**config.mk**
```make
export PLATFORM = sky130hd
export DESIGN_NAME = i2c_reg_seq_flat
export DESIGN_NICKNAME = d
export VERILOG_FILES = /design/src/rtl/i2c_reg_seq_if.sv /design/src/rtl/i2c_reg_seq.sv /design/src/flat_wrapper.sv
export SDC_FILE = /design/constraint.sdc
export NUM_CORES = 1
export LEC_CHECK = 0
export ABC_CLOCK_PERIOD_IN_PS = 2300
export BUFFER_PORTS_ARGS = -buffer_cell sky130_fd_sc_hd__buf_2
export CAP_MARGIN = 5
export CORE_MARGIN = 2
export CORE_UTILIZATION = 54
export DETAILED_ROUTE_END_ITERATION = 8
export PLACE_DENSITY = 0.86
export SETUP_SLACK_MARGIN = 0.4
export SYNTH_ARGS = -nofsm -noshare
export SYNTH_HDL_FRONTEND = slang
export SYNTH_SLANG_ARGS = --single-unit
export TNS_END_PERCENT = 50
```
**constraint.sdc**
```tcl
create_clock -name clk -period 2.3 [get_ports clk]
set_input_delay 0.115 -clock clk [delete_from_list [all_inputs] [get_ports clk]]
set_output_delay 0.115 -clock clk [all_outputs]
set_load 0.02 [all_outputs]
```
**src/rtl/i2c_reg_seq_if.sv**
```systemverilog
// Request/response and i2c_master command bus bundle for i2c_reg_seq.
// slave = sequencer view, master = requester plus i2c_master view.
interface i2c_reg_seq_if #(parameter int C_SZ = 6, parameter int S_SZ = 2);
  logic            req_valid;
  logic            req_ready;
  logic            req_rnw;
  logic [6:0]      req_dev;
  logic [7:0]      req_reg;
  logic [7:0]      req_wdat;
  logic [C_SZ-1:0] cmd;
  logic [7:0]      dat;
  logic            ws;
  logic [S_SZ-1:0] stat;
  logic [7:0]      mdat;
  logic            rsp_valid;
  logic [7:0]      rsp_rdat;
  logic            rsp_err;

  modport slave (
    input  req_valid, req_rnw, req_dev, req_reg, req_wdat, stat, mdat,
    output req_ready, cmd, dat, ws, rsp_valid, rsp_rdat, rsp_err
  );
  modport master (
    output req_valid, req_rnw, req_dev, req_reg, req_wdat, stat, mdat,
    input  req_ready, cmd, dat, ws, rsp_valid, rsp_rdat, rsp_err
  );
endinterface

```
**src/rtl/i2c_reg_seq.sv**
```systemverilog
// Register read/write sequencer driving an i2c_master command port.
// Optional step timeout: define I2C_REG_SEQ_TIMEOUT_EN.
module i2c_reg_seq #(
  parameter logic [15:0] TIMEOUT_CYC = 16'd50000
) (
  input logic          clk,
  input logic          aresetn,
  i2c_reg_seq_if.slave bus
);
  localparam logic [5:0] C_STRT = 6'h01;
  localparam logic [5:0] C_STOP = 6'h02;
  localparam logic [5:0] C_READ = 6'h04;
  localparam logic [5:0] C_WRTE = 6'h08;
  localparam logic [5:0] C_NACK = 6'h10;
  localparam logic [5:0] C_CLRS = 6'h20;
  localparam int SB_DON = 0;
  localparam int SB_ERR = 1;

  typedef enum logic [2:0] {IDLE, ISSUE, HOLD, WAIT, CLR, RECOV, RESP} state_t;
  // Which command the shared HOLD/WAIT pair is currently waiting on.
  typedef enum logic [1:0] {PH_NORM, PH_CLR, PH_RECOV, PH_CLR2} phase_t;

  state_t      state_q, state_d;
  phase_t      phase_q, phase_d;
  logic [1:0]  step_q, step_d;
  logic [5:0]  cmd_q, cmd_d;
  logic [7:0]  dat_q, dat_d;
  logic [7:0]  rdat_q, rdat_d;
  logic        err_q, err_d;
  logic        rdy_q;
  logic        rnw_q;
  logic [6:0]  dev_q;
  logic [7:0]  reg_q, wdat_q;
  logic        accept, ws, don, tmo;
  logic [1:0]  last;

  function automatic logic [13:0] step_cmd(input logic [1:0] st, input logic rnw,
                                           input logic [6:0] dev, input logic [7:0] rg,
                                           input logic [7:0] wd);
    case (st)
      2'd0:    step_cmd = {C_STRT | C_WRTE, dev, 1'b0};
      2'd1:    step_cmd = {C_WRTE, rg};
      2'd2:    step_cmd = rnw ? {C_STRT | C_WRTE, dev, 1'b1} : {C_WRTE | C_STOP, wd};
      default: step_cmd = {C_READ | C_NACK | C_STOP, 8'h00};
    endcase
  endfunction

  assign accept = bus.req_valid && rdy_q;
  assign ws     = (state_q == ISSUE) || (state_q == CLR) || (state_q == RECOV);
  assign don    = bus.stat[SB_DON];
  assign last   = rnw_q ? 2'd3 : 2'd2;

`ifdef I2C_REG_SEQ_TIMEOUT_EN
  logic [15:0] tmo_q;
  assign tmo = (state_q == WAIT) && (tmo_q >= TIMEOUT_CYC);
  always_ff @(posedge clk) begin
    if (!aresetn)                             tmo_q <= '0;
    else if (ws)                              tmo_q <= '0;
    else if (state_q == WAIT && tmo_q != '1)  tmo_q <= tmo_q + 16'd1;
  end
`else
  assign tmo = 1'b0;
`endif

  always_comb begin
    state_d = state_q;
    phase_d = phase_q;
    step_d  = step_q;
    cmd_d   = cmd_q;
    dat_d   = dat_q;
    rdat_d  = rdat_q;
    err_d   = err_q;
    case (state_q)
      IDLE: if (accept) begin
        state_d = ISSUE;
        phase_d = PH_NORM;
        step_d  = 2'd0;
        err_d   = 1'b0;
        {cmd_d, dat_d} = step_cmd(2'd0, bus.req_rnw, bus.req_dev, bus.req_reg, bus.req_wdat);
        if (!bus.req_rnw) rdat_d = 8'h00;
      end
      ISSUE, CLR, RECOV: state_d = HOLD;
      HOLD: state_d = WAIT;
      WAIT: case (phase_q)
        PH_NORM: if (bus.stat[SB_ERR] || tmo) begin
          state_d = CLR;
          phase_d = PH_CLR;
          err_d   = 1'b1;
          cmd_d   = C_CLRS;
          dat_d   = 8'h00;
        end else if (don) begin
          if (step_q == last) begin
            state_d = RESP;
            if (rnw_q) rdat_d = bus.mdat;
          end else begin
            state_d = ISSUE;
            step_d  = step_q + 2'd1;
            {cmd_d, dat_d} = step_cmd(step_q + 2'd1, rnw_q, dev_q, reg_q, wdat_q);
          end
        end
        PH_CLR: if (tmo) state_d = RESP;
          else if (don) begin
            state_d = RECOV;
            phase_d = PH_RECOV;
            cmd_d   = C_STOP;
            dat_d   = 8'h00;
          end
        // A failed STOP gets one more clear, never a retry loop.
        PH_RECOV: if (tmo) state_d = RESP;
          else if (bus.stat[SB_ERR]) begin
            state_d = CLR;
            phase_d = PH_CLR2;
            cmd_d   = C_CLRS;
            dat_d   = 8'h00;
          end else if (don) state_d = RESP;
        default: if (tmo || don) state_d = RESP;
      endcase
      RESP:    state_d = IDLE;
      default: state_d = IDLE;
    endcase
  end

  always_ff @(posedge clk) begin
    if (!aresetn) begin
      state_q <= IDLE;
      phase_q <= PH_NORM;
      step_q  <= 2'd0;
      cmd_q   <= '0;
      dat_q   <= '0;
      rdat_q  <= '0;
      err_q   <= 1'b0;
      rdy_q   <= 1'b0;
      rnw_q   <= 1'b0;
      dev_q   <= '0;
      reg_q   <= '0;
      wdat_q  <= '0;
    end else begin
      state_q <= state_d;
      phase_q <= phase_d;
      step_q  <= step_d;
      cmd_q   <= cmd_d;
      dat_q   <= dat_d;
      rdat_q  <= rdat_d;
      err_q   <= err_d;
      rdy_q   <= (state_d == IDLE);
      if (accept) begin
        rnw_q  <= bus.req_rnw;
        dev_q  <= bus.req_dev;
        reg_q  <= bus.req_reg;
        wdat_q <= bus.req_wdat;
      end
    end
  end

  assign bus.req_ready = rdy_q;
  assign bus.cmd       = cmd_q;
  assign bus.dat       = dat_q;
  assign bus.ws        = ws;
  assign bus.rsp_valid = (state_q == RESP);
  assign bus.rsp_rdat  = rdat_q;
  assign bus.rsp_err   = err_q;
endmodule

```
**src/flat_wrapper.sv**
```systemverilog
// flat-port wrapper written by rule: the top's interface ports become plain ports
module i2c_reg_seq_flat 
#(
  parameter logic [15:0] TIMEOUT_CYC = 16'd50000
)
  (clk, aresetn, bus_req_valid, bus_req_rnw, bus_req_dev, bus_req_reg, bus_req_wdat, bus_stat, bus_mdat, bus_req_ready, bus_cmd, bus_dat, bus_ws, bus_rsp_valid, bus_rsp_rdat, bus_rsp_err);
  i2c_reg_seq_if bus_i ();
  input logic clk;
  input logic aresetn;
  input wire logic [$bits(bus_i.req_valid)-1:0] bus_req_valid;
  input wire logic [$bits(bus_i.req_rnw)-1:0] bus_req_rnw;
  input wire logic [$bits(bus_i.req_dev)-1:0] bus_req_dev;
  input wire logic [$bits(bus_i.req_reg)-1:0] bus_req_reg;
  input wire logic [$bits(bus_i.req_wdat)-1:0] bus_req_wdat;
  input wire logic [$bits(bus_i.stat)-1:0] bus_stat;
  input wire logic [$bits(bus_i.mdat)-1:0] bus_mdat;
  output wire logic [$bits(bus_i.req_ready)-1:0] bus_req_ready;
  output wire logic [$bits(bus_i.cmd)-1:0] bus_cmd;
  output wire logic [$bits(bus_i.dat)-1:0] bus_dat;
  output wire logic [$bits(bus_i.ws)-1:0] bus_ws;
  output wire logic [$bits(bus_i.rsp_valid)-1:0] bus_rsp_valid;
  output wire logic [$bits(bus_i.rsp_rdat)-1:0] bus_rsp_rdat;
  output wire logic [$bits(bus_i.rsp_err)-1:0] bus_rsp_err;
  assign bus_i.req_valid = bus_req_valid;
  assign bus_i.req_rnw = bus_req_rnw;
  assign bus_i.req_dev = bus_req_dev;
  assign bus_i.req_reg = bus_req_reg;
  assign bus_i.req_wdat = bus_req_wdat;
  assign bus_i.stat = bus_stat;
  assign bus_i.mdat = bus_mdat;
  assign bus_req_ready = bus_i.req_ready;
  assign bus_cmd = bus_i.cmd;
  assign bus_dat = bus_i.dat;
  assign bus_ws = bus_i.ws;
  assign bus_rsp_valid = bus_i.rsp_valid;
  assign bus_rsp_rdat = bus_i.rsp_rdat;
  assign bus_rsp_err = bus_i.rsp_err;
  i2c_reg_seq #(.TIMEOUT_CYC(TIMEOUT_CYC)) u_core (.clk(clk), .aresetn(aresetn), .bus(bus_i));
endmodule
```
-- Word-level counts from Yosys, hierarchy flattened
Cells that the tools add are included.
- register bits after elaboration: 55
- input port bits: 37
- output and inout port bits: 26
- logic and storage cells: 104
- $add $sub $neg: 1
- equal/unequal tests: 26
- mux-type cells: 51
- reductions and logical operators: 14
- operators with widths (kind ; number):
    two-way mux 8 bit ; 13
    case mux 14 bit (3 select lines) ; 1
    two-way mux 6 bit ; 6
    case mux 8 bit (2 select lines) ; 2
    case mux 8 bit (3 select lines) ; 1
    two-way mux 3 bit ; 7
    case mux 6 bit (3 select lines) ; 1
    two-way mux 2 bit ; 8
    case mux 3 bit (4 select lines) ; 1
    case mux 6 bit (2 select lines) ; 1
    AND reduction 6 bit ; 2
    two-way mux 10 bit ; 1
    inequality test 2 bit, second input constant ; 5
    == test 3 bit, second input constant ; 3
    inequality test 3 bit, second input constant ; 3
    case mux 3 bit (3 select lines) ; 1
    inequality test 2 x 1 -> 1 bit, second input constant ; 4
    inequality test 4 bit, second input constant ; 2
    case mux 2 bit (2 select lines) ; 2
    AND reduction 8 bit ; 1
    AND reduction 7 bit ; 1
    == test 3 x 2 -> 1 bit, second input constant ; 2
    zero test 3 bit ; 2
    case mux 2 bit (3 select lines) ; 1
    14 further kinds ; 21

-- Depth between registers and ports, before layout
Gate-level depths: netlist of run 1.
- depth after elaboration: 8
- depth in mapped cells: 8
- mapped depth without buffers: 6

-- Worst setup path before layout of run 1
No wires, ideal clock.
- kind: reg2reg
- start point: reg u_core.phase_q[0]
- end point: reg u_core.dat_q[2], in the netlist u_core.bus.dat[2]
- library setup time: 0.080 ns
- arrival time: 1.858 ns
- required time: 2.220 ns
- slack: 0.362 ns
- cell stages (with the launch flop): 9
- clock period less this slack: 1.938 ns
- cell sequence: dfxtp_1 -> inv_1 -> ha_1 -> buf_2 -> or3_1 -> or2_1 -> buf_6 -> a2bb2oi_1 -> a211oi_2
- word-level cells in the longest chain between the ends: 3
- elaborated cells between the ends (all ways): 11
- those cells by class: eq/ne (7); mux (2); reduce/logical (2)
- ends and longest elaborated chain (item ; line ; text):
    start, declared ; i2c_reg_seq.sv:24 ; phase_t phase_q, phase_d;
    start signal, assigned ; i2c_reg_seq.sv:139 ; phase_q <= phase_d;
    == test 2 x 1 -> 1 bit (tied with other cells) ; i2c_reg_seq.sv:84 ; WAIT: case (phase_q)
    inequality test 4 x 1 -> 1 bit (no line) (tied with other cells) ; - ;
    AND reduction 7 bit (no line) / case mux 8 bit (2 select lines) (equally long branches) ; - ;
    end signal, assigned ; i2c_reg_seq.sv:142 ; dat_q <= dat_d;
    end, declared ; i2c_reg_seq.sv:27 ; logic [7:0] dat_q, dat_d;
Several ways; a longest one is shown, not always the timed one.
A chain may end at the register's enable or synchronous reset.

-- Final worst setup path of run 1
- start point: reg u_core.phase_q[0]
- end point: reg u_core.dat_q[3], in the netlist u_core.bus.dat[3]
The elaborated chain is that of the path after synthesis.

==> impl_metrics.tcl, run 1 <==
set metrics [dict create \
    overflow 0 \
    final_max_slew_viol_count 0 \
    ios 63 \
    fp-row-count 26 \
    finalClockSkew_ps 11.7 \
    synth-main-ff-cell "dfxtp_1" \
    n_antenna_cell 0 \
    cts_root_buf "clkbuf_8" \
    worstHoldPathCells 3 \
    coreArea_um2 5040 \
    final_cell_mix "69 x nand2_1, 62 x buf_2, 50 x dfxtp_1" \
    fmax_ghz 0.535 \
    yosys_warnings 0 \
    clock_latency_ps 310 \
    period_needed_ps 1870 \
    critPathKind "reg2reg" \
    viasPerCell 5.94 \
    crit_fanout 8 \
    antenna_found_initial 0 \
    wirelength_um 7260 \
    synth_adder_area_share_pct 3.57 \
    synthArstFlopShare_pct 0 \
    synth_cell_types 57 \
    post-place-cells 437 \
    nets 422 \
    status "complete, no violations" \
    numClockSinks 54 \
    cts_buffers 5 \
    hold_path.class "in2reg" \
    final_area_um2 3270 \
    gp_congestion 0.870 \
    setup_viol 0 \
    grt_pass1_wl_um 11600 \
    ir_drop_mv 0.343 \
    syn-cell-area_um2 2800 \
    htree_levels 2 \
    synth-edff-count 0 \
    cp.arrival_ps 2100 \
    worst-slew-pin-transition_ps 779 \
    syn_inst 326 \
    hold_buffers 0 \
    cts_tree "done" \
    port-buffer-count 62 \
    reg2reg_depth 8 \
    place_area_um2 3130 \
    synth_top_family_by_area "compound AO/OA/AOI/OAI gates" \
    avgSynthCellArea_um2 8.59 \
    firstDrtPassIters 5 \
    final_cells 447 \
    synth_nets 371 \
    final_common_cell "nand2_1" \
    yosys_register_bits 54 \
    cap_violations 0 \
    detail_route.iter0.violations 258 \
    clockBufferDepth 2 \
    syn_to_final_growth_pct 16.7 \
    p_leak_nw 1.37 \
    dp.final_hpwl_um 4910 \
    grt_usage_pct 24.1 \
    die_area_um2 5780 \
    tns_ps 0 \
    slew_headroom_pct 47.9 \
    drc 0 \
    grt_pass1_vias 2459 \
    initial_utilization_pct 55.6 \
    synth-compound-area-share_pct 24.0 \
    layout-drive-gt1-share_pct 29.4 \
    finalCritPeriodShare_pct 81.2 \
    die_h_um 76.0 \
    yosysSeqAreaShare_pct 38.6 \
    rsz0062_at_grt "false" \
    final_util_pct 64.9 \
    yosys.area_share.simple_pct 20.6 \
    ant_nets 0 \
    finalHoldViolations 0 \
    cts.clk_slew.worst_paths_ps 100 \
    required_ps 2530 \
    power.density_nw_per_um2 619 \
    critPathLaunchType "flip-flop" \
    wl_per_cell_um 16.2 \
    die_w_um 76.0 \
    end_kind "flip-flop" \
    muxShareOfSynthArea_pct 5.76 \
    grt_max_degree 35 \
    vias 2654 \
    synth_xor_area_share_pct 0.581 \
]
[critical path, stage by stage, from the launching register on]
cell	delay, ps
dfxtp_2	360
inv_2	60
ha_4	310
nor2_1	80
nor4_2	320
buf_4	230
buf_4	120
a211oi_1	80
a211oi_2	220
[synthesized netlist by cell type, types with 2 or more instances]
| master | n | share of area (%) |
|---|---|---|
| a211oi_1 | 10 | 2.7 |
| a211oi_2 | 7 | 3.1 |
| a21o_1 | 3 | 0.80 |
| a21oi_1 | 25 | 4.5 |
| a222oi_1 | 7 | 2.5 |
| a2bb2oi_1 | 8 | 2.5 |
| a31oi_1 | 4 | 0.89 |
| and2_1 | 2 | 0.45 |
| and3b_1 | 3 | 0.94 |
| buf_1 | 3 | 0.40 |
| buf_2 | 6 | 1.1 |
| buf_4 | 4 | 1.1 |
| buf_6 | 3 | 1.2 |
| clkbuf_1 | 15 | 2.0 |
| dfxtp_1 | 54 | 39 |
| ha_1 | 8 | 3.6 |
| inv_1 | 7 | 0.94 |
| mux2i_1 | 15 | 5.4 |
| nand2_1 | 69 | 9.2 |
| nand3_1 | 13 | 2.3 |
| nor2_1 | 8 | 1.1 |
| nor2b_1 | 4 | 0.89 |
| nor3_1 | 4 | 0.71 |
| nor3b_1 | 2 | 0.54 |
| nor4_1 | 2 | 0.45 |
| nor4_2 | 2 | 0.89 |
| o21a_1 | 3 | 0.80 |
| o21ai_0 | 4 | 0.71 |
| o21ai_1 | 2 | 0.36 |
| o31ai_1 | 2 | 0.54 |
[power by group]
| part | total [mW] | switching [mW] | internal, mW |
|---|---|---|---|
| sequential | 1.04 | 0.0446 | 0.998 |
| combinational | 0.456 | 0.275 | 0.181 |
| clock | 0.524 | 0.313 | 0.211 |
| total | 2.02 | 0.633 | 1.39 |
[metal layers]
metal / vias up / global-route usage [%] / routed length (um)
met1: 1249 / 31.9 / 3040
met2: 117 / 39.5 / 3540
met5: - / 0 / 0
met4: 0 / 9.09 / 196
met3: 23 / 4.62 / 481
li1: 1265 / - / -
[state kept, by name, summed over array words and instances, names as in the netlist]
register and cells:
u_core.bus.cmd 5, u_core.bus.rsp_err 1, u_core.state_q 3, u_core.dev_q 7, u_core.phase_q 2, u_core.wdat_q 8
u_core.step_q 2, u_core.reg_q 8, u_core.rnw_q 1, u_core.bus.rsp_rdat 8, u_core.bus.dat 8, u_core.bus.req_ready 1
[metrics by stage]
stage	setup WS (ps)	total power, mW	hold slack (ps)
2_1_floorplan	447	1.38	251
3_3_place_gp	392	1.49	355
3_5_place_dp	302	1.50	362
4_1_cts	390	2.01	32.6
5_1_grt	402	2.11	47.3
6_report	432	2.02	28.3
[area by class of cell]
class	instances	area [um2]
clock buffers	5	68.8
clock inverters	2	13.8
flip-flops and latches	54	1090
well taps	70	87.6
repair buffers	75	408
multi-input cells	233	1570
fillers	432	1770
inverters	8	30.0
[final timing paths]
check / from / end / slack, ps
max: u_core.phase_q[0] / u_core.bus.dat[3] / 430
min: bus_req_reg[1] / u_core.reg_q[1] / 30
max reg2reg: u_core.phase_q[0] / u_core.bus.dat[3] / 430
min reg2reg: u_core.bus.cmd[5] / u_core.bus.cmd[5] / 460
[cell families (layout without fill, tap and decap cells)]
| family | after synthesis | after routing |
|---|---|---|
| AND/OR/NAND/NOR | 120 | 120 |
| multiplexers | 16 | 16 |
| AO/OA/AOI/OAI | 88 | 88 |
| adder cells (fa/ha/maj) | 8 | 8 |
| flip-flops | 54 | 54 |
| XOR/XNOR | 1 | 1 |
| buffers and inverters | 39 | 90 |
[timing repair]
action,CTS,global route
pin swaps,0,2
setup endpoints to repair,13,20
gates cloned,0,0
resized for setup,4,8
endpoints found under the hold margin,0,0
buffers inserted,0,3
Note: power is estimated with default switching activity, not from simulation.
==> inputs of run 2 (changes only) <==
--- a/config.mk
+++ b/config.mk
@@ -5,13 +5,14 @@
 export SDC_FILE = /design/constraint.sdc
 export NUM_CORES = 1
 export LEC_CHECK = 0
-export ABC_CLOCK_PERIOD_IN_PS = 2300
+export ABC_AREA = 1
+export ABC_CLOCK_PERIOD_IN_PS = 1700
 export BUFFER_PORTS_ARGS = -buffer_cell sky130_fd_sc_hd__buf_2
 export CAP_MARGIN = 5
 export CORE_MARGIN = 2
-export CORE_UTILIZATION = 54
+export CORE_UTILIZATION = 49
 export DETAILED_ROUTE_END_ITERATION = 8
-export PLACE_DENSITY = 0.86
+export PLACE_DENSITY = 0.82
 export SETUP_SLACK_MARGIN = 0.4
 export SYNTH_ARGS = -nofsm -noshare
 export SYNTH_HDL_FRONTEND = slang
==> constraint.sdc (replaced) <==
create_clock -name clk -period 1.7 [get_ports clk]
set_input_delay 0.085 -clock clk [delete_from_list [all_inputs] [get_ports clk]]
set_output_delay 0.085 -clock clk [all_outputs]
set_load 0.02 [all_outputs]
==> run 2 against run 1 <==
Synthesized cell count increased by 33%. Flip-flop and latch count unchanged. Largest power group is now combinational logic. First-iteration DRC count decreased by 0.39%. Setup slack got worse by 350 ps. Via count increased by 12%. Cell area increased by 15%.
==> impl_metrics.tcl, run 2 <==
set metrics [dict create \
    dr_wl_met2_um 3600 \
    dp.final_hpwl_um 5110 \
    synth_xor_area_share_pct 0 \
    ant_nets 0 \
    pwr-share-comb_pct 54.6 \
    worstHoldPathCells 3 \
    cts_tree "done" \
    clock_latency_ps 320 \
    fp-row-count 27 \
    synth.most_common_cell "nand2_1" \
    cts.clk_slew.worst_paths_ps 100 \
    antenna_found_initial 0 \
    rsz0062_at_grt "true" \
    crit_slowest_cell "dfxtp_4" \
    synthArstFlopShare_pct 0 \
    cap_violations 0 \
    crit_fanout 5 \
    finalCritPeriodShare_pct 94.9 \
    avgSynthCellArea_um2 6.46 \
    hold_buffers 0 \
    nets 560 \
    initial_utilization_pct 50.8 \
    finalClockSkew_ps 8.94 \
    slew_headroom_pct 76.9 \
    synth-compound-area-share_pct 10.4 \
    wl_per_cell_um 12.6 \
    ys_top_cells_by_count "112 x nand2_1, 98 x nor2_1, 54 x dfxtp_1" \
    muxShareOfSynthArea_pct 0 \
    power.density_nw_per_um2 1690 \
    cpPeakStageDelay_ps 380 \
    netlist.area_leader.share_pct 38.6 \
    p_sw_mw 2.82 \
    clockBufferDepth 2 \
    highest_layer "met4" \
    min_from "bus_req_reg[5]" \
    cts_buffers 5 \
    fillCellCount 463 \
    dr_wl_met3_um 509 \
    routedLengthMet1_um 3190 \
    n_antenna_cell 0 \
    intPower_mw 3.53 \
    grt_max_degree 35 \
    path_cells "inv_4 > ha_4 > inv_4 > nand2_2 > nand2_2 > nand2_2 > nand2_2 > nor2_4 > buf_12 > buf_6 > nand3_2 > nand2_1 > nor2_1" \
    hold_slack_ps 13.3 \
    final_max_slew_viol_count 0 \
    wirelength_um 7430 \
    reg2reg_depth 13 \
    yosys.area.top_type "dfxtp_1" \
    final_util_pct 68.1 \
    grt_pass1_wl_um 12400 \
    period_needed_ps 1610 \
    viasPerCell 5.06 \
    final_cell_mix "92 x nand2_1, 85 x nor2_1, 62 x buf_2" \
    die_w_um 79.6 \
    min_to "u_core.reg_q[5]" \
    yosysSeqAreaShare_pct 38.6 \
    synth_adder_area_share_pct 3.58 \
    overflow 0 \
    syn-cell-area_um2 2800 \
    regToRegSetupSlack_ps 90 \
    die_h_um 79.6 \
    synth-main-ff-cell "dfxtp_1" \
    synth_top_family_by_area "simple AND/OR/NAND/NOR gates" \
    ir_drop_mv 0.806 \
    firstDrtPassIters 4 \
    critPathKind "reg2reg" \
    r2r-end "u_core.bus.cmd[0]" \
    finalHoldViolations 0 \
    r2r-start "u_core.phase_q[1]" \
    total_power_mw 6.35 \
    setup_viol 0 \
    detail_route.iter0.violations 257 \
    p_seq_share_pct 31.5 \
    yosys_register_bits 54 \
    worst-slew-pin-transition_ps 346 \
    status "complete, no violations" \
    p_leak_nw 1.86 \
    synth_nets 478 \
    htree_levels 2 \
    synth_cell_types 27 \
    port-buffer-count 62 \
    cp-startpoint "u_core.phase_q[1]" \
    syn_inst 433 \
    coreArea_um2 5510 \
    yosys_warnings 0 \
    numClockSinks 54 \
    syn_to_final_growth_pct 34.0 \
    layout-drive-gt1-share_pct 32.4 \
    cpMostUsedCell "nand2_2" \
    synth.area.top_cells "dfxtp_1 39%, nand2_1 15%, nor2_1 13%, o21ai_0 6.3%, nand3_1 5.2%" \
    gp_congestion 0.908 \
    critPathLaunchType "flip-flop" \
    p_clk_share_pct 13.9 \
    hold_path.class "in2reg" \
    grt_pass1_vias 2848 \
    die_area_um2 6330 \
    switching_share_pct 44.4 \
    synth-edff-count 0 \
    required_ps 1920 \
    yosys.area_share.simple_pct 39.1 \
    vias 2977 \
    cp.arrival_ps 1830 \
    drc 0 \
    end_kind "flip-flop" \
    fmax_ghz 0.620 \
    ios 63 \
    grt_usage_pct 24.5 \
    cts_root_buf "clkbuf_8" \
    final_common_cell "nand2_1" \
]
[run 2: cell types whose count changed in the layout (fill, tap and decap cells not counted), sizes merged, moves of 8 or more]
| cell | previous run | this run |
|---|---|---|
| a211oi | 17 | 0 |
| a21oi | 26 | 18 |
| a2bb2oi | 8 | 0 |
| buf | 75 | 89 |
| inv | 8 | 41 |
| mux2i | 15 | 0 |
| nand2 | 69 | 120 |
| nand3 | 13 | 30 |
| nor2 | 8 | 102 |
| o21ai | 6 | 35 |
[run 2: critical path: cells and delay by family (launching register included)]
| kind | cells | cell delay (ps) |
|---|---|---|
| fa+ha+maj | 1 | 270 |
| buf+inv | 4 | 350 |
| flops | 1 | 380 |
| simple gates | 8 | 520 |
[run 2: power groups by stage]
| stage | clock, mW | sequential (mW) | combinational [mW] |
|---|---|---|---|
| 4_1_cts | 0.911 | 1.97 | 3.08 |
| 6_report | 0.886 | 2.00 | 3.47 |
| 5_1_grt | 0.960 | 2.04 | 3.87 |
| 2_1_floorplan | 0 | 2.22 | 1.77 |
| 3_3_place_gp | 0 | 1.95 | 2.64 |
| 3_5_place_dp | 0 | 1.98 | 2.72 |
[run 2: worst max path at each step]
stage                        end  slack, ps
6_report       u_core.bus.cmd[0]         90
5_1_grt        u_core.bus.dat[7]         30
4_1_cts        u_core.phase_q[0]        120
3_5_place_dp   u_core.bus.dat[7]        -10
3_3_place_gp   u_core.bus.dat[5]        110
2_1_floorplan  u_core.bus.dat[1]        240
[run 2: repair_timing]
item | CTS | global route
pin swaps | 13 | 14
endpoints found under the setup margin | 30 | 40
buffers inserted | 11 | 7
gates cloned | 1 | 1
resized for setup | 29 | 47
[run 2: routing by layer]
| metal | track usage (%) | up-vias |
|---|---|---|
| li1 | - | 1512 |
| met4 | 9.83 | 0 |
| met3 | 3.85 | 11 |
| met2 | 41.2 | 105 |
| met1 | 31.4 | 1349 |
| met5 | 0 | - |
[run 2: stage by stage]
stage / instances / setup WS, ps / area (um2) / TNS [ps]
global route: 588 / 30.1 / 3750 / 0
floorplan: 433 / 240 / 2820 / 0
CTS: 580 / 122 / 3520 / 0
detailed placement: 560 / -14.9 / 3220 / -15.1
finish: 588 / 87.0 / 3750 / 0
global placement: 560 / 106 / 3220 / 0
[run 2: cell type report]
class                   instances  area (um2)  area share [%]
clock inverters                 3        47.5            1.27
repair buffers                 90         597            15.9
multi-input cells             323        1680            44.7
clock buffers                   5        68.8            1.84
well taps                      72        90.1            2.40
flip-flops and latches         54        1100            29.4
inverters                      41         168            4.47
[run 2: cells by family (layout without fill, tap and decap cells)]
family,Yosys count,after routing
DFF,54,54
and+or+nand+nor,258,259
adders and majority gates,8,8
AOI/OAI and AO/OA,56,56
buffers and inverters,57,139
